**src/rtl/cpu_exec_if.sv**
```systemverilog
// cpu_exec_if: fetch <-> execute link.
// Carries the instruction handshake and the branch redirect back to fetch.
interface cpu_exec_if;
  logic        instr_valid;
  logic [15:0] instr;
  logic [3:0]  instr_pc;
  logic        instr_ready;
  logic        redirect_valid;
  logic [3:0]  redirect_pc;

  modport master (
    output instr_valid, instr, instr_pc,
    input  instr_ready, redirect_valid, redirect_pc
  );

  modport slave (
    input  instr_valid, instr, instr_pc,
    output instr_ready, redirect_valid, redirect_pc
  );
endinterface

```
**src/rtl/cpu_execute_stage.sv**
```systemverilog
// cpu_execute_stage: decode/execute with 4-reg file, Z/C flags, iterative MUL.
// Ports: clk, reset, fe (instr in / redirect out), halted, flags, retire, dbg read.
module cpu_execute_stage #(
  parameter int DATA_W = 8
) (
  input  logic              clk,
  input  logic              reset,
  cpu_exec_if.slave         fe,
  output logic              halted,
  output logic              flag_z,
  output logic              flag_c,
  output logic              retired,
  output logic [15:0]       retire_count,
  input  logic [1:0]        dbg_sel,
  output logic [DATA_W-1:0] dbg_data
);
  localparam int CW = $clog2(DATA_W);

  typedef enum logic [1:0] {
    S_RUN, S_FLUSH, S_MUL, S_HALT
  } state_t;

  localparam logic [3:0] OP_LDI  = 4'h1;
  localparam logic [3:0] OP_MOV  = 4'h2;
  localparam logic [3:0] OP_ADD  = 4'h3;
  localparam logic [3:0] OP_SUB  = 4'h4;
  localparam logic [3:0] OP_AND  = 4'h5;
  localparam logic [3:0] OP_OR   = 4'h6;
  localparam logic [3:0] OP_XOR  = 4'h7;
  localparam logic [3:0] OP_ADDI = 4'h8;
  localparam logic [3:0] OP_SHL  = 4'h9;
  localparam logic [3:0] OP_SHR  = 4'hA;
  localparam logic [3:0] OP_JMP  = 4'hB;
  localparam logic [3:0] OP_JZ   = 4'hC;
  localparam logic [3:0] OP_JC   = 4'hD;
  localparam logic [3:0] OP_MUL  = 4'hE;
  localparam logic [3:0] OP_HALT = 4'hF;

  state_t                state_q, state_d;
  logic [DATA_W-1:0]     regs_q [4];
  logic [DATA_W-1:0]     regs_d [4];
  logic                  z_q, z_d, c_q, c_d;
  logic [3:0]            rpc_q, rpc_d;
  logic                  retired_q, retired_d;
  logic [15:0]           rc_q, rc_d;
  logic [2*DATA_W-1:0]   mcand_q, mcand_d;
  logic [2*DATA_W-1:0]   acc_q, acc_d;
  logic [DATA_W-1:0]     mplier_q, mplier_d;
  logic [CW-1:0]         cnt_q, cnt_d;
  logic [1:0]            mrd_q, mrd_d;

  logic [3:0]        op;
  logic [1:0]        rd, rs;
  logic [DATA_W-1:0] a, b, imm;
  logic              accept;
  logic [DATA_W-1:0] res;
  logic [DATA_W:0]   sum;
  logic              cout, wr, setf, taken;
  logic              unused_pc;

  assign op  = fe.instr[15:12];
  assign rd  = fe.instr[11:10];
  assign rs  = fe.instr[9:8];
  assign imm = DATA_W'(fe.instr[7:0]);
  assign a   = regs_q[rd];
  assign b   = regs_q[rs];
  assign unused_pc = ^fe.instr_pc;

  assign fe.instr_ready    = (state_q == S_RUN) && !reset;
  assign fe.redirect_valid = (state_q == S_FLUSH);
  assign fe.redirect_pc    = rpc_q;
  assign accept = fe.instr_valid && fe.instr_ready;

  assign halted       = (state_q == S_HALT);
  assign flag_z       = z_q;
  assign flag_c       = c_q;
  assign retired      = retired_q;
  assign retire_count = rc_q;
  assign dbg_data     = regs_q[dbg_sel];

  // Single-cycle datapath; sum carries borrow for SUB in its MSB.
  always_comb begin
    res   = '0;
    sum   = '0;
    cout  = 1'b0;
    wr    = 1'b0;
    setf  = 1'b0;
    taken = 1'b0;
    unique case (op)
      OP_LDI: begin res = imm; wr = 1'b1; end
      OP_MOV: begin res = b; wr = 1'b1; end
      OP_ADD: begin
        sum = {1'b0, a} + {1'b0, b};
        res = sum[DATA_W-1:0]; cout = sum[DATA_W];
        wr = 1'b1; setf = 1'b1;
      end
      OP_SUB: begin
        sum = {1'b0, a} - {1'b0, b};
        res = sum[DATA_W-1:0]; cout = sum[DATA_W];
        wr = 1'b1; setf = 1'b1;
      end
      OP_AND: begin res = a & b; wr = 1'b1; setf = 1'b1; end
      OP_OR:  begin res = a | b; wr = 1'b1; setf = 1'b1; end
      OP_XOR: begin res = a ^ b; wr = 1'b1; setf = 1'b1; end
      OP_ADDI: begin
        sum = {1'b0, a} + {1'b0, imm};
        res = sum[DATA_W-1:0]; cout = sum[DATA_W];
        wr = 1'b1; setf = 1'b1;
      end
      OP_SHL: begin
        res = {a[DATA_W-2:0], 1'b0}; cout = a[DATA_W-1];
        wr = 1'b1; setf = 1'b1;
      end
      OP_SHR: begin
        res = {1'b0, a[DATA_W-1:1]}; cout = a[0];
        wr = 1'b1; setf = 1'b1;
      end
      OP_JMP:  taken = 1'b1;
      OP_JZ:   taken = z_q;
      OP_JC:   taken = c_q;
      default: ;
    endcase
  end

  always_comb begin
    state_d   = state_q;
    regs_d    = regs_q;
    z_d       = z_q;
    c_d       = c_q;
    rpc_d     = rpc_q;
    retired_d = 1'b0;
    mcand_d   = mcand_q;
    acc_d     = acc_q;
    mplier_d  = mplier_q;
    cnt_d     = cnt_q;
    mrd_d     = mrd_q;
    unique case (state_q)
      S_RUN: begin
        if (accept) begin
          if (op == OP_MUL) begin
            mcand_d  = {{DATA_W{1'b0}}, a};
            mplier_d = b;
            acc_d    = '0;
            cnt_d    = '0;
            mrd_d    = rd;
            state_d  = S_MUL;
          end else begin
            retired_d = 1'b1;
            if (op == OP_HALT) begin
              state_d = S_HALT;
            end else if (taken) begin
              rpc_d   = fe.instr[3:0];
              state_d = S_FLUSH;
            end else begin
              if (wr) regs_d[rd] = res;
              if (setf) begin
                z_d = (res == '0);
                c_d = cout;
              end
            end
          end
        end
      end
      S_FLUSH: state_d = S_RUN;
      S_MUL: begin
        acc_d    = acc_q + (mplier_q[0] ? mcand_q : '0);
        mcand_d  = mcand_q << 1;
        mplier_d = mplier_q >> 1;
        cnt_d    = cnt_q + 1'b1;
        if (cnt_q == CW'(DATA_W - 1)) begin
          regs_d[mrd_q] = acc_d[DATA_W-1:0];
          z_d       = (acc_d[DATA_W-1:0] == '0);
          c_d       = |acc_d[2*DATA_W-1:DATA_W];
          retired_d = 1'b1;
          state_d   = S_RUN;
        end
      end
      default: ;
    endcase
  end

  assign rc_d = rc_q + 16'(retired_d);

  always_ff @(posedge clk) begin
    if (reset) begin
      state_q   <= S_RUN;
      regs_q    <= '{default: '0};
      z_q       <= 1'b0;
      c_q       <= 1'b0;
      rpc_q     <= '0;
      retired_q <= 1'b0;
      rc_q      <= '0;
      mcand_q   <= '0;
      acc_q     <= '0;
      mplier_q  <= '0;
      cnt_q     <= '0;
      mrd_q     <= '0;
    end else begin
      state_q   <= state_d;
      regs_q    <= regs_d;
      z_q       <= z_d;
      c_q       <= c_d;
      rpc_q     <= rpc_d;
      retired_q <= retired_d;
      rc_q      <= rc_d;
      mcand_q   <= mcand_d;
      acc_q     <= acc_d;
      mplier_q  <= mplier_d;
      cnt_q     <= cnt_d;
      mrd_q     <= mrd_d;
    end
  end
endmodule
```
**src/flat_wrapper.sv**
```systemverilog
// flat-port wrapper written by rule: the top's interface ports become plain ports
module cpu_execute_stage_flat 
#(
  parameter int DATA_W = 8
)
  (clk, reset, halted, flag_z, flag_c, retired, retire_count, dbg_sel, dbg_data, fe_instr_valid, fe_instr, fe_instr_pc, fe_instr_ready, fe_redirect_valid, fe_redirect_pc);
  cpu_exec_if fe_i ();
  input  logic clk;
  input  logic reset;
  output logic halted;
  output logic flag_z;
  output logic flag_c;
  output logic retired;
  output logic [15:0] retire_count;
  input  logic [1:0] dbg_sel;
  output logic [DATA_W-1:0] dbg_data;
  input wire logic [$bits(fe_i.instr_valid)-1:0] fe_instr_valid;
  input wire logic [$bits(fe_i.instr)-1:0] fe_instr;
  input wire logic [$bits(fe_i.instr_pc)-1:0] fe_instr_pc;
  output wire logic [$bits(fe_i.instr_ready)-1:0] fe_instr_ready;
  output wire logic [$bits(fe_i.redirect_valid)-1:0] fe_redirect_valid;
  output wire logic [$bits(fe_i.redirect_pc)-1:0] fe_redirect_pc;
  assign fe_i.instr_valid = fe_instr_valid;
  assign fe_i.instr = fe_instr;
  assign fe_i.instr_pc = fe_instr_pc;
  assign fe_instr_ready = fe_i.instr_ready;
  assign fe_redirect_valid = fe_i.redirect_valid;
  assign fe_redirect_pc = fe_i.redirect_pc;
  cpu_execute_stage #(.DATA_W(DATA_W)) u_core (.clk(clk), .reset(reset), .fe(fe_i), .halted(halted), .flag_z(flag_z), .flag_c(flag_c), .retired(retired), .retire_count(retire_count), .dbg_sel(dbg_sel), .dbg_data(dbg_data));
endmodule
```
**config.mk**
```make
export PLATFORM = sky130hd
export DESIGN_NAME = cpu_execute_stage_flat
export DESIGN_NICKNAME = d
export VERILOG_FILES = /design/src/rtl/cpu_exec_if.sv /design/src/rtl/cpu_execute_stage.sv /design/src/flat_wrapper.sv
export SDC_FILE = /design/constraint.sdc
export NUM_CORES = 1
export LEC_CHECK = 0
export ABC_AREA = 1
export BUFFER_PORTS_ARGS = -buffer_cell sky130_fd_sc_hd__buf_2
export CAP_MARGIN = 30
export CORE_UTILIZATION = 45
export CTS_BUF_LIST = sky130_fd_sc_hd__clkbuf_4
export CTS_CLUSTER_SIZE = 8
export DETAILED_ROUTE_END_ITERATION = 8
export REMOVE_ABC_BUFFERS = 1
export SETUP_SLACK_MARGIN = 0.02
export SYNTH_ARGS = -nofsm -noshare
export SYNTH_HDL_FRONTEND = slang
export SYNTH_SLANG_ARGS = --single-unit
```
**constraint.sdc**
```tcl
create_clock -name clk -period 3.4 [get_ports clk]
set_input_delay 0.34 -clock clk [delete_from_list [all_inputs] [get_ports clk]]
set_output_delay 0.34 -clock clk [all_outputs]
set_load 0.05 [all_outputs]
```
; ---- After elaboration in Yosys (flattened, before gate mapping)
; Cells that the tools add are included.
[op_classes]
n_addsub = 6
n_mul = 0
n_div = 0
n_lt_le_gt_ge = 6
eq_ne = 28
shifts = 0
muxes = 64
bitwise = 9
n_reduce_logical = 19
[op_table]
columns = op, count
row1 = 2-to-1 mux 32 bit, 6
row2 = 2-to-1 mux 16 bit, 5
row3 = 2-to-1 mux 8 bit, 10
row4 = one-hot mux 8 bit (10 select lines), 1
row5 = bitwise mux 32 bit, 2
row6 = one-hot mux 16 bit (2 select lines), 2
row7 = one-hot mux 32 bit (2 select lines), 1
row8 = binary-select mux 8 bit (select 2 bit), 3
row9 = demux 8 bit (select 2 bit), 2
row10 = "== test 4 bit, second input constant", 8
row11 = adder 8 x 8 -> 9 bit, 2
row12 = 2-to-1 mux 1 bit, 17
row13 = adder 16 x 1 -> 16 bit, 1
row14 = adder 16 bit, 1
row15 = "== test 4 x 3 -> 1 bit, second input constant", 4
row16 = logical NOT 8 bit, 2
row17 = one-hot mux 8 bit (2 select lines), 1
row18 = OR reduction 8 bit, 2
row19 = AND reduction 7 bit, 2
row20 = ">= comparator 3 bit, second input constant", 4
row21 = inverter 2 -> 3 bit, 4
row22 = 2-to-1 mux 2 bit, 5
row23 = OR reduction 10 bit, 1
row24 = subtractor 8 x 8 -> 9 bit, 1
row25 = other kinds (28), 45
[totals]
register_bits = 102
latch_bits = 0
mem_bits_rw = 0
rom_bits = 0
input_bits = 25
output_inout_bits = 34
word_cells = 147
n_memories = 0

; ---- Longest topological paths before layout
; Gate-level depths: netlist of the first run.
[logic_depth]
depth_word = 13
depth_mapped = 22
depth_no_buf = 20

; ---- Least setup slack after synthesis of the first run
; Ideal clock, no wire load.
[synth_path]
path_type = register to register
start = reg u_core.state_q[0]
end = reg u_core.rc_q[14] (netlist: u_core.retire_count[14])
setup_time_ps = 78
arrival_time_ps = 2622
required_time_ps = 3322
setup_slack_ps = 700
path_stages_with_launch = 19
n_path_buf = 2
period_less_slack_ps = 2700
path_cell_list = dfxtp_1 inv_1 ha_1 buf_2 clkbuf_1 nand2_1 nand2_1 ha_1 ha_1 nand2_1 inv_1 nand4_1 nor2_1 nand2_1 nor3_2 nand2_1 nor3_1 nor2_1 nor3_1
[synth_between]
elab_chain_cells = 6
elab_cells_between_ends = 7
classes_between = 1 x add/sub / 1 x eq/ne / 2 x mux / 3 x reduce/logical
[synth_rtl]
columns = item, line_no
row1 = start: declaration, cpu_execute_stage.sv:39  ; state_t state_q, state_d;
row2 = start signal: assignment, cpu_execute_stage.sv:199  ; state_q <= state_d;
row3 = logical NOT 2 bit, "cpu_execute_stage.sv:69, cpu_execute_stage.sv:137"
row4 = logical AND 1 bit, cpu_execute_stage.sv:69  ; assign fe.instr_ready = (state_q == S_RUN) && !reset;
row5 = logical AND 1 bit, cpu_execute_stage.sv:72  ; assign accept = fe.instr_valid && fe.instr_ready;
row6 = 2-to-1 mux 1 bit, cpu_execute_stage.sv:139  ; if (accept) begin
row7 = one-hot mux 1 bit (2 select lines) (*), cpu_execute_stage.sv:137  ; unique case (state_q)
row8 = net u_core.retired_d, cpu_execute_stage.sv:44  ; logic retired_q, retired_d;
row9 = adder 16 x 1 -> 16 bit (*), cpu_execute_stage.sv:182  ; assign rc_d = rc_q + 16'(retired_d);
row10 = end signal: assignment, cpu_execute_stage.sv:205  ; rc_q <= rc_d;
row11 = end: declaration, cpu_execute_stage.sv:45  ; logic [15:0] rc_q, rc_d;
; The timed path passes the listed nets; every way through them passes the cells marked *.
; A chain may end at the register's enable or synchronous reset.

; ---- Worst setup path in the final report of the first run
[layout_path]
start = reg u_core.regs_q[26] (netlist bit)
end = reg u_core.z_q (netlist: u_core.flag_z)
[layout_between]
elab_chain_cells = 12
elab_cells_between_ends = 20
classes_between = 3 x add/sub / 13 x mux / 3 x bitwise / 1 x reduce/logical
[layout_rtl]
columns = item, line_no
row1 = start: declaration, cpu_execute_stage.sv:40  ; logic [DATA_W-1:0] regs_q [4];
row2 = start signal: assignment, cpu_execute_stage.sv:200  ; regs_q <= regs_d;
row3 = binary-select mux 8 bit (select 2 bit) (on tied branches), "cpu_execute_stage.sv:65, cpu_execute_stage.sv:66"
row4 = 2-to-1 mux 8 bit (on tied branches) (2 in a row), "cpu_execute_stage.sv:65, cpu_execute_stage.sv:66"
row5 = adder 8 x 8 -> 9 bit (tied with other cells), cpu_execute_stage.sv:106  ; sum = {1'b0, a} + {1'b0, imm};
row6 = one-hot mux 8 bit (10 select lines) (*), cpu_execute_stage.sv:89  ; unique case (op)
row7 = logical NOT 8 bit (*), cpu_execute_stage.sv:157  ; z_d = (res == '0);
row8 = 2-to-1 mux 1 bit (*), cpu_execute_stage.sv:156  ; if (setf) begin
row9 = 2-to-1 mux 1 bit (*), cpu_execute_stage.sv:151  ; end else if (taken) begin
row10 = 2-to-1 mux 1 bit (*), cpu_execute_stage.sv:149  ; if (op == OP_HALT) begin
row11 = 2-to-1 mux 1 bit (*), cpu_execute_stage.sv:140  ; if (op == OP_MUL) begin
row12 = 2-to-1 mux 1 bit (*), cpu_execute_stage.sv:139
row13 = one-hot mux 1 bit (2 select lines) (*), cpu_execute_stage.sv:137
row14 = end signal: assignment, cpu_execute_stage.sv:201  ; z_q <= z_d;
row15 = end: declaration, cpu_execute_stage.sv:42  ; logic z_q, z_d, c_q, c_d;
; Every way passes the cells marked *; elsewhere a longest branch is shown, timed or not. The select of a mux whose other input is x is not followed.

==> impl_metrics.env, run 1 <==
export IMPL_synth_edf_count=0
export IMPL_cp_arrival_ns=3.37
export IMPL_drtAntennaViolNets=0
export IMPL_gp_congestion=0.993
export IMPL_syn_area_per_cell_um2=6.00
export IMPL_startpoint_type="register"
export IMPL_period_minus_slack_ns=2.96
export IMPL_die_height_um=138
export IMPL_dp_cells=1664
export IMPL_synth_top_area_frac=0.245
export IMPL_cts_buffer_depth=2
export IMPL_period_share=0.872
export IMPL_synth_warnings=0
export IMPL_firstDrtPassIters=7
export IMPL_grt_use_total=0.275
export IMPL_path_buf_inv=2
export IMPL_netlist_cell_type_count=49
export IMPL_grt_pass1_wl_um=42100
export IMPL_vias=8907
export IMPL_cpLargestDelayFamily="simple AND/OR/NAND/NOR gates"
export IMPL_cap_violations=0
export IMPL_numCtsBuffers=9
export IMPL_power_leakage_nw=4.61
export IMPL_die_w_um=138
export IMPL_clock_latency_ns=0.48
export IMPL_holdBufCountCts=0
export IMPL_cts_htree_levels=3
export IMPL_post_cts_buffers=0
export IMPL_start_util=0.461
export IMPL_place_ws_ns=0.239
export IMPL_synthCells=1391
export IMPL_place_area_um2=8930
export IMPL_synthTopCellsByArea="dfxtp_1 24%, nand2_1 21%, ha_1 8.4%, a21oi_1 8.2%, inv_1 7.1%"
export IMPL_final_cells=1681
export IMPL_drv_slew=0
export IMPL_worst_path_max_fanout=10
export IMPL_utilization=0.501
export IMPL_cellPowerDensity_nw_per_um2=283
export IMPL_cts_resized_gates=0
export IMPL_synth_seq_cells=102
export IMPL_hold_ws_ns=0.168
export IMPL_synthAdderAreaFrac=0.0936
export IMPL_final_cell_area_um2=9050
export IMPL_antenna_found_initial=1
export IMPL_dieArea_um2=19100
export IMPL_clock_sinks=102
export IMPL_root_buffer="clkbuf_4"
export IMPL_nets=1531
export IMPL_drt_wl_total_um=26000
export IMPL_violations="DRC"
export IMPL_core_area_um2=18100
export IMPL_synthXorXnorAreaFrac=0.00840
export IMPL_grt_max_degree=65
export IMPL_final_layout_size_suffix_gt1_frac=0.0951
export IMPL_worstMarginPinSlew_ns=0.820
export IMPL_port_buffers=54
export IMPL_hold_path_class="in -> reg"
export IMPL_worstPathCellList="nand2_1 -> nand2_1 -> nand2_1 -> nand2_1 -> inv_1 -> ha_1 -> inv_1 -> nand2_1 -> nand3_1 -> o21ai_0 -> nand2_1 -> nor2_1 -> nand2_1 -> nor2_1 -> nand3_1 -> a21oi_1"
export IMPL_dp_hpwl_um=20400
export IMPL_crit_path_top_delay_cell="ha_1"
export IMPL_rsz0062_at_grt="no"
export IMPL_fin_ws_ns=0.436
export IMPL_cts_tree="yes"
export IMPL_ios=59
export IMPL_synth_top_family_by_area="simple AND/OR/NAND/NOR gates"
export IMPL_power_mw=2.56
export IMPL_setup_viol=0
export IMPL_ys_seq_area_frac=0.245
export IMPL_drc=12
export IMPL_synth_flop_cell="dfxtp_1"
export IMPL_relSlewSlack=0.451
export IMPL_cp_required_ns=3.81
export IMPL_synthMuxAreaShare=0
export IMPL_syn_to_final_growth_pct=8.53
export IMPL_fin_worst_skew_ns=0.0287
export IMPL_synth_compound_area_frac=0.177
export IMPL_max_stage_delay_ns=0.54
export IMPL_synth_simple_area_share=0.372
export IMPL_finalHoldViolations=0
export IMPL_ir_drop_uv=162
export IMPL_grt_overflow=0
export IMPL_final_common_cell="nand2_1"
export IMPL_viasPerCell=5.30
export IMPL_clkTransAtPathRegs_ns=0.19
export IMPL_fmax_mhz=337
export IMPL_final_cell_mix="465 x nand2_1, 158 x inv_1, 136 x a21oi_1"
export IMPL_grt_pass1_vias=8006
export IMPL_postSynth_asyncResetShare=0
export IMPL_netlist_area_um2=8340
export IMPL_drt_iter0_markers=726
export IMPL_status="complete, but fails checks"
export IMPL_std_cell_rows=49
export IMPL_path_common_cell="nand2_1"
export IMPL_cp_end_kind="register"
export IMPL_final_setup_tns_ns=0
export IMPL_wire_per_inst_um=15.5
export IMPL_path_class="reg -> reg"
export IMPL_synth_area_leader_cell="dfxtp_1"
## layer usage
layer | global-route usage | wire, µm | up-vias
li1 | - | - | 4611
met1 | 0.394 | 12800 | 4020
met2 | 0.430 | 11200 | 242
met3 | 0.0322 | 1360 | 34
met4 | 0.0869 | 588 | 0
met5 | 0 | 0 | -
## flip-flops by register name (all words and copies together), names as in the netlist
name	flops
u_core.regs_q	32
u_core.flag_c	1
u_core.mplier_q	8
u_core.cnt_q	3
u_core.acc_q	16
u_core.retired	1
u_core.mrd_q	2
u_core.retire_count	16
u_core.flag_z	1
u_core.state_q	2
u_core.fe.redirect_pc	4
u_core.mcand_q	16
## where the power goes
group	internal, mW	total (mW)	switching [mW]
logic	0.208	0.689	0.481
clock network	0.159	0.611	0.452
registers	1.23	1.26	0.0342
total	1.59	2.56	0.968
## cell families after synthesis
group | after synthesis
XOR/XNOR | 8
flip-flops | 102
AND/OR/NAND/NOR | 738
adder cells (fa/ha/maj) | 60
buffers and inverters | 213
AO/OA/AOI/OAI | 270
## synthesized netlist by cell type, drive strengths merged (2+ instances only)
cell / n
o22ai: 6
nand3b: 5
xor2: 7
ha: 56
and2: 6
nand2: 470
nor4: 4
o21ai: 97
inv: 170
nand4: 20
or2: 2
nor3: 12
a21oi: 140
a31oi: 9
a22oi: 3
and3: 2
nor2: 118
clkbuf: 20
buf: 22
dfxtp: 102
nand3: 98
o21a: 6
fa: 4
o211ai: 6
## worst paths after layout
kind | startpoint | endpoint | slack, ns | depth (start not counted)
setup reg to reg | u_core.regs_q[26] | u_core.flag_z | 0.44 | 16
hold reg to reg | u_core.mplier_q[7] | u_core.mplier_q[7] | 0.47 | 2
setup / recovery | u_core.regs_q[26] | u_core.flag_z | 0.44 | 16
hold / removal | fe_instr[0] | u_core.fe.redirect_pc[0] | 0.17 | 3
## final cells by class
type	count	area [µm²]
Multi-Input combinational cell	1076	5430
Clock inverter	7	55.1
Antenna cell	1	2.50
Fill cell	1948	9030
Clock buffer	9	67.6
Sequential cell	102	2040
Inverter	171	652
Timing Repair Buffer	86	523
Tap cell	229	287
## worst reg2reg max path: stages, from the launching register on
cell and delay, ns:
dfxtp_1 0.49, nand2_1 0.08, nand2_1 0.06, nand2_1 0.04
nand2_1 0.21, inv_1 0.12, ha_1 0.54, inv_1 0.12
nand2_1 0.13, nand3_1 0.12, o21ai_0 0.18, nand2_1 0.09
nor2_1 0.23, nand2_1 0.08, nor2_1 0.09, nand3_1 0.14
a21oi_1 0.16
(Power assumes the default switching activity.)
==> inputs of run 2 (changes only) <==
--- a/config.mk
+++ b/config.mk
@@ -8,7 +8,7 @@
 export ABC_AREA = 1
 export BUFFER_PORTS_ARGS = -buffer_cell sky130_fd_sc_hd__buf_2
 export CAP_MARGIN = 30
-export CORE_UTILIZATION = 45
+export CORE_UTILIZATION = 30
 export CTS_BUF_LIST = sky130_fd_sc_hd__clkbuf_4
 export CTS_CLUSTER_SIZE = 8
 export DETAILED_ROUTE_END_ITERATION = 8
==> impl_metrics.env, run 2 (synthesis results as in run 1) <==
export IMPL_status="finished, final reports clean"
export IMPL_wire_per_inst_um=14.8
export IMPL_die_w_um=169
export IMPL_start_util=0.308
export IMPL_power_leakage_nw=4.65
export IMPL_crit_start="u_core.regs_q[24]"
export IMPL_setup_viol=0
export IMPL_cts_tree="yes"
export IMPL_grt_pass1_vias=8188
export IMPL_period_share=0.855
export IMPL_finalHoldViolations=0
export IMPL_gp_congestion=0.959
export IMPL_power_mw=2.65
export IMPL_drt_iter0_markers=973
export IMPL_rsz0062_at_grt="no"
export IMPL_std_cell_rows=60
export IMPL_ir_drop_uv=133
export IMPL_grt_overflow=0
export IMPL_cp_end_kind="register"
export IMPL_worst_path_max_fanout=6
export IMPL_cts_buffer_depth=2
export IMPL_drt_wl_total_um=27000
export IMPL_ios=59
export IMPL_core_area_um2=27100
export IMPL_final_layout_size_suffix_gt1_frac=0.0983
export IMPL_place_ws_ns=0.178
export IMPL_holdBufCountCts=0
export IMPL_drv_slew=0
export IMPL_vias=9031
export IMPL_grt_pass1_wl_um=43500
export IMPL_firstDrtPassIters=6
export IMPL_worstMarginPinSlew_ns=0.725
export IMPL_relSlewSlack=0.515
export IMPL_nets=1535
export IMPL_drc=0
export IMPL_fmax_mhz=344
export IMPL_clkTransAtPathRegs_ns=0.17
export IMPL_startpoint_type="register"
export IMPL_cp_required_ns=3.78
export IMPL_fin_worst_skew_ns=0.0239
export IMPL_dp_hpwl_um=21100
export IMPL_final_setup_tns_ns=0
export IMPL_hold_path_class="in -> reg"
export IMPL_dp_cells=1811
export IMPL_cap_violations=0
export IMPL_final_cell_mix="465 x nand2_1, 158 x inv_1, 136 x a21oi_1"
export IMPL_port_buffers=54
export IMPL_final_common_cell="nand2_1"
export IMPL_drtAntennaViolNets=0
export IMPL_grt_use_total=0.192
export IMPL_cts_resized_gates=0
export IMPL_antenna_found_initial=1
export IMPL_syn_to_final_growth_pct=11.3
export IMPL_min_delay_start="fe_instr[3]"
export IMPL_dieArea_um2=28500
export IMPL_final_cells=1829
export IMPL_r2r_start="u_core.regs_q[24]"
export IMPL_cts_htree_levels=3
export IMPL_largest_register_ffs=32
export IMPL_grt_max_degree=65
export IMPL_numCtsBuffers=9
export IMPL_clock_latency_ns=0.49
export IMPL_period_minus_slack_ns=2.91
export IMPL_root_buffer="clkbuf_4"
export IMPL_path_class="reg -> reg"
export IMPL_fin_ws_ns=0.494
export IMPL_cp_arrival_ns=3.28
export IMPL_clock_sinks=102
export IMPL_cellPowerDensity_nw_per_um2=285
export IMPL_regMostFlops="u_core.regs_q"
export IMPL_post_cts_buffers=0
export IMPL_die_height_um=169
export IMPL_viasPerCell=4.94
## run 2: final timing paths
kind                         endpoint  slack, ns  cells after the start
max                 u_core.regs_q[12]       0.49                     17
min          u_core.fe.redirect_pc[3]       0.14                      3
max reg2reg         u_core.regs_q[12]       0.49                     17
min reg2reg           u_core.acc_q[2]       0.48                      2
## run 2: stage by stage
stage          hold WS [ns]   util  cell area, µm²
4_1_cts               0.101  0.342            9280
5_1_grt               0.130  0.343            9290
2_1_floorplan         0.409      -            8120
6_report              0.142  0.343            9290
3_5_place_dp          0.459  0.337            9140
3_3_place_gp          0.450  0.337            9140
## run 2: metal layers
layer,share of wire,vias up,wire length (µm),track usage
li1,-,4619,-,-
met1,0.46,4128,12400,0.258
met2,0.47,253,12700,0.318
met3,0.051,31,1390,0.0229
met4,0.020,0,546,0.0593
met5,0,-,0,0
## run 2: cell type report
type	count	area (µm²)
inverters	171	652
diodes	2	5.00
well taps	372	465
clock inverters	6	68.8
multi-input cells	1076	5430
clock buffers	10	75.1
flip-flops and latches	102	2040
fillers	3005	17800
repair buffers	90	553
## run 2: power by group
part | total, mW | switching (mW) | internal, mW | leakage, nW
registers | 1.26 | 0.0374 | 1.23 | 0.824
clock network | 0.684 | 0.443 | 0.241 | 0.0831
logic | 0.700 | 0.487 | 0.214 | 3.74
total | 2.65 | 0.967 | 1.68 | 4.65
## run 2: critical path, cell delays in order, from the launching register on
cell     delay (ns)
dfxtp_1        0.46
inv_1          0.07
nor2_1         0.12
nor2_1         0.05
nand2_1        0.21
inv_1          0.10
ha_1           0.25
fa_1           0.39
inv_1          0.12
nand2_1        0.08
nand2_1        0.09
nand2_1        0.05
nand3_1        0.06
nand2_1        0.06
nor3_1         0.35
inv_1          0.21
nand2_1        0.10
a21oi_1        0.06
==> inputs of run 3 (changes only) <==
--- a/config.mk
+++ b/config.mk
@@ -5,13 +5,14 @@
 export SDC_FILE = /design/constraint.sdc
 export NUM_CORES = 1
 export LEC_CHECK = 0
-export ABC_AREA = 1
+export ABC_AREA = 0
 export BUFFER_PORTS_ARGS = -buffer_cell sky130_fd_sc_hd__buf_2
 export CAP_MARGIN = 30
 export CORE_UTILIZATION = 30
 export CTS_BUF_LIST = sky130_fd_sc_hd__clkbuf_4
 export CTS_CLUSTER_SIZE = 8
 export DETAILED_ROUTE_END_ITERATION = 8
+export PLACE_DENSITY = 0.54
 export REMOVE_ABC_BUFFERS = 1
 export SETUP_SLACK_MARGIN = 0.02
 export SYNTH_ARGS = -nofsm -noshare
==> impl_metrics.env, run 3 <==
export IMPL_synth_top_area_frac=0.258
export IMPL_fmax_mhz=308
export IMPL_ios=59
export IMPL_die_height_um=164
export IMPL_root_buffer="clkbuf_4"
export IMPL_dp_cells=1354
export IMPL_synth_area_leader_cell="dfxtp_1"
export IMPL_min_path_cells=3
export IMPL_synth_warnings=0
export IMPL_crit_path_top_delay_cell="mux4_2"
export IMPL_cap_violations=0
export IMPL_port_buffers=54
export IMPL_drtAntennaViolNets=0
export IMPL_wire_per_inst_um=18.4
export IMPL_synth_flop_cell="dfxtp_1"
export IMPL_dp_hpwl_um=18500
export IMPL_worst_path_max_fanout=5
export IMPL_drc=0
export IMPL_largest_register_ffs=32
export IMPL_clock_sinks=102
export IMPL_final_cells=1374
export IMPL_drv_slew=0
export IMPL_regMostFlops="u_core.regs_q"
export IMPL_period_share=0.954
export IMPL_synth_common_cells="102 x dfxtp_1, 101 x nor2_1, 56 x ha_1"
export IMPL_startpoint_type="register"
export IMPL_viasPerCell=5.48
export IMPL_syn_to_final_growth_pct=18.8
export IMPL_die_w_um=164
export IMPL_std_cell_rows=59
export IMPL_max_stage_delay_ns=0.59
export IMPL_path_class="reg -> reg"
export IMPL_numCtsBuffers=9
export IMPL_postSynth_asyncResetShare=0
export IMPL_grt_pass1_wl_um=40200
export IMPL_power_leakage_nw=3.86
export IMPL_worst_path_stages=11
export IMPL_relSlewSlack=0.492
export IMPL_core_area_um2=26000
export IMPL_netlist_cell_type_count=74
export IMPL_period_minus_slack_ns=3.24
export IMPL_grt_max_degree=70
export IMPL_antenna_found_initial=1
export IMPL_finalHoldViolations=0
export IMPL_cp_required_ns=3.86
export IMPL_fin_ws_ns=0.157
export IMPL_clock_latency_ns=0.55
export IMPL_cts_htree_levels=3
export IMPL_worstMarginPinSlew_ns=0.761
export IMPL_ys_seq_area_frac=0.258
export IMPL_cts_buffer_depth=2
export IMPL_start_util=0.304
export IMPL_vias=7530
export IMPL_ir_drop_uv=157
export IMPL_firstDrtPassIters=5
export IMPL_cp_end_kind="register"
export IMPL_path_buf_inv=1
export IMPL_final_common_cell="nor2_1"
export IMPL_final_layout_size_suffix_gt1_frac=0.226
export IMPL_fin_worst_skew_ns=0.0440
export IMPL_grt_overflow=0
export IMPL_cpLargestDelayFamily="compound AO/OA/AOI/OAI gates"
export IMPL_ff2ff_path_depth=11
export IMPL_drt_wl_total_um=25300
export IMPL_synthCells=934
export IMPL_setup_viol=0
export IMPL_syn_area_per_cell_um2=8.47
export IMPL_hold_path_class="in -> reg"
export IMPL_place_ws_ns=-0.250
export IMPL_final_cell_mix="101 x nor2_1, 100 x dfxtp_1, 95 x buf_4"
export IMPL_synth_edf_count=0
export IMPL_synth_most_common_cell="dfxtp_1"
export IMPL_grt_pass1_vias=7126
export IMPL_synthTopCellsByArea="dfxtp_1 26%, ha_1 8.9%, mux4_2 6.8%, nor2_1 4.8%, mux2i_1 4.1%"
export IMPL_clkTransAtPathRegs_ns=0.23
export IMPL_status="finished, final reports clean"
export IMPL_cellPowerDensity_nw_per_um2=251
export IMPL_dieArea_um2=27000
export IMPL_gp_congestion=0.926
export IMPL_cp_arrival_ns=3.70
export IMPL_cts_tree="yes"
export IMPL_drt_iter0_markers=536
export IMPL_grt_use_total=0.192
export IMPL_rsz0062_at_grt="no"
export IMPL_nets=1118
export IMPL_netlist_area_um2=7910
export IMPL_worstPathCellList="buf_4 -> mux4_2 -> ha_4 -> fa_2 -> o21bai_4 -> a21oi_2 -> a221o_1 -> a211o_4 -> and4b_1 -> nand4bb_1 -> o22ai_1"
export IMPL_synth_seq_cells=102
export IMPL_hold_ws_ns=0.0967
[run 3: tightest hold or removal path, stage by stage]
cell and delay (ns):
buf_2 0.10, mux2i_1 0.06, nor2_1 0.09
[run 3: kinds of logic after synthesis]
family | synth area share
XOR/XNOR | 0.0310
adder cells (fa/ha/maj) | 0.0987
flip-flops | 0.258
AND/OR/NAND/NOR | 0.223
buffers and inverters | 0.0549
multiplexers | 0.117
AO/OA/AOI/OAI | 0.216
[run 3: area by class of cell]
cell class | count | area [µm²]
multi-input cells | 731 | 5580
inverters | 38 | 143
diodes | 1 | 2.50
fillers | 2760 | 16600
flip-flops and latches | 102 | 2040
clock inverters | 7 | 98.8
well taps | 335 | 419
clock buffers | 9 | 67.6
repair buffers | 151 | 1040
[run 3: layer usage]
layer,vias to the layer above,GRT usage,routed length [µm],share of wire
met5,-,0,0,0
met4,0,0.0484,406,0.016
met3,33,0.0270,1260,0.050
met2,189,0.317,11800,0.47
met1,3637,0.261,11900,0.47
li1,3671,-,-,-
[run 3: worst paths after layout]
path | startpoint | end | slack (ns)
max | u_core.regs_q[0] | u_core.flag_z | 0.16
min | fe_instr[0] | u_core.fe.redirect_pc[0] | 0.1
max reg2reg | u_core.regs_q[0] | u_core.flag_z | 0.16
min reg2reg | u_core.cnt_q[1] | u_core.cnt_q[1] | 0.47
[run 3: timing repair]
item	CTS	global route
setup buffers	0	3
hold buffers	0	0
resized for setup	3	27
pin swaps	0	6
setup endpoints to repair	4	18
[run 3: per-stage QoR]
| step | util | power [mW] | setup TNS [ns] | area, µm² |
|---|---|---|---|---|
| 6_report | 0.362 | 2.35 | 0 | 9400 |
| 5_1_grt | 0.362 | 2.46 | 0 | 9400 |
| 4_1_cts | 0.356 | 2.38 | 0 | 9250 |
| 3_5_place_dp | 0.349 | 1.63 | -2.14 | 9070 |
| 3_3_place_gp | 0.349 | 1.62 | -1.90 | 9070 |
| 2_1_floorplan | - | 1.44 | -23.98 | 7610 |
[run 3: power by group]
| part | leakage, nW | internal [mW] | switching, mW |
|---|---|---|---|
| registers | 0.823 | 1.21 | 0.0110 |
| clock network | 0.0875 | 0.194 | 0.552 |
| logic | 2.95 | 0.141 | 0.245 |
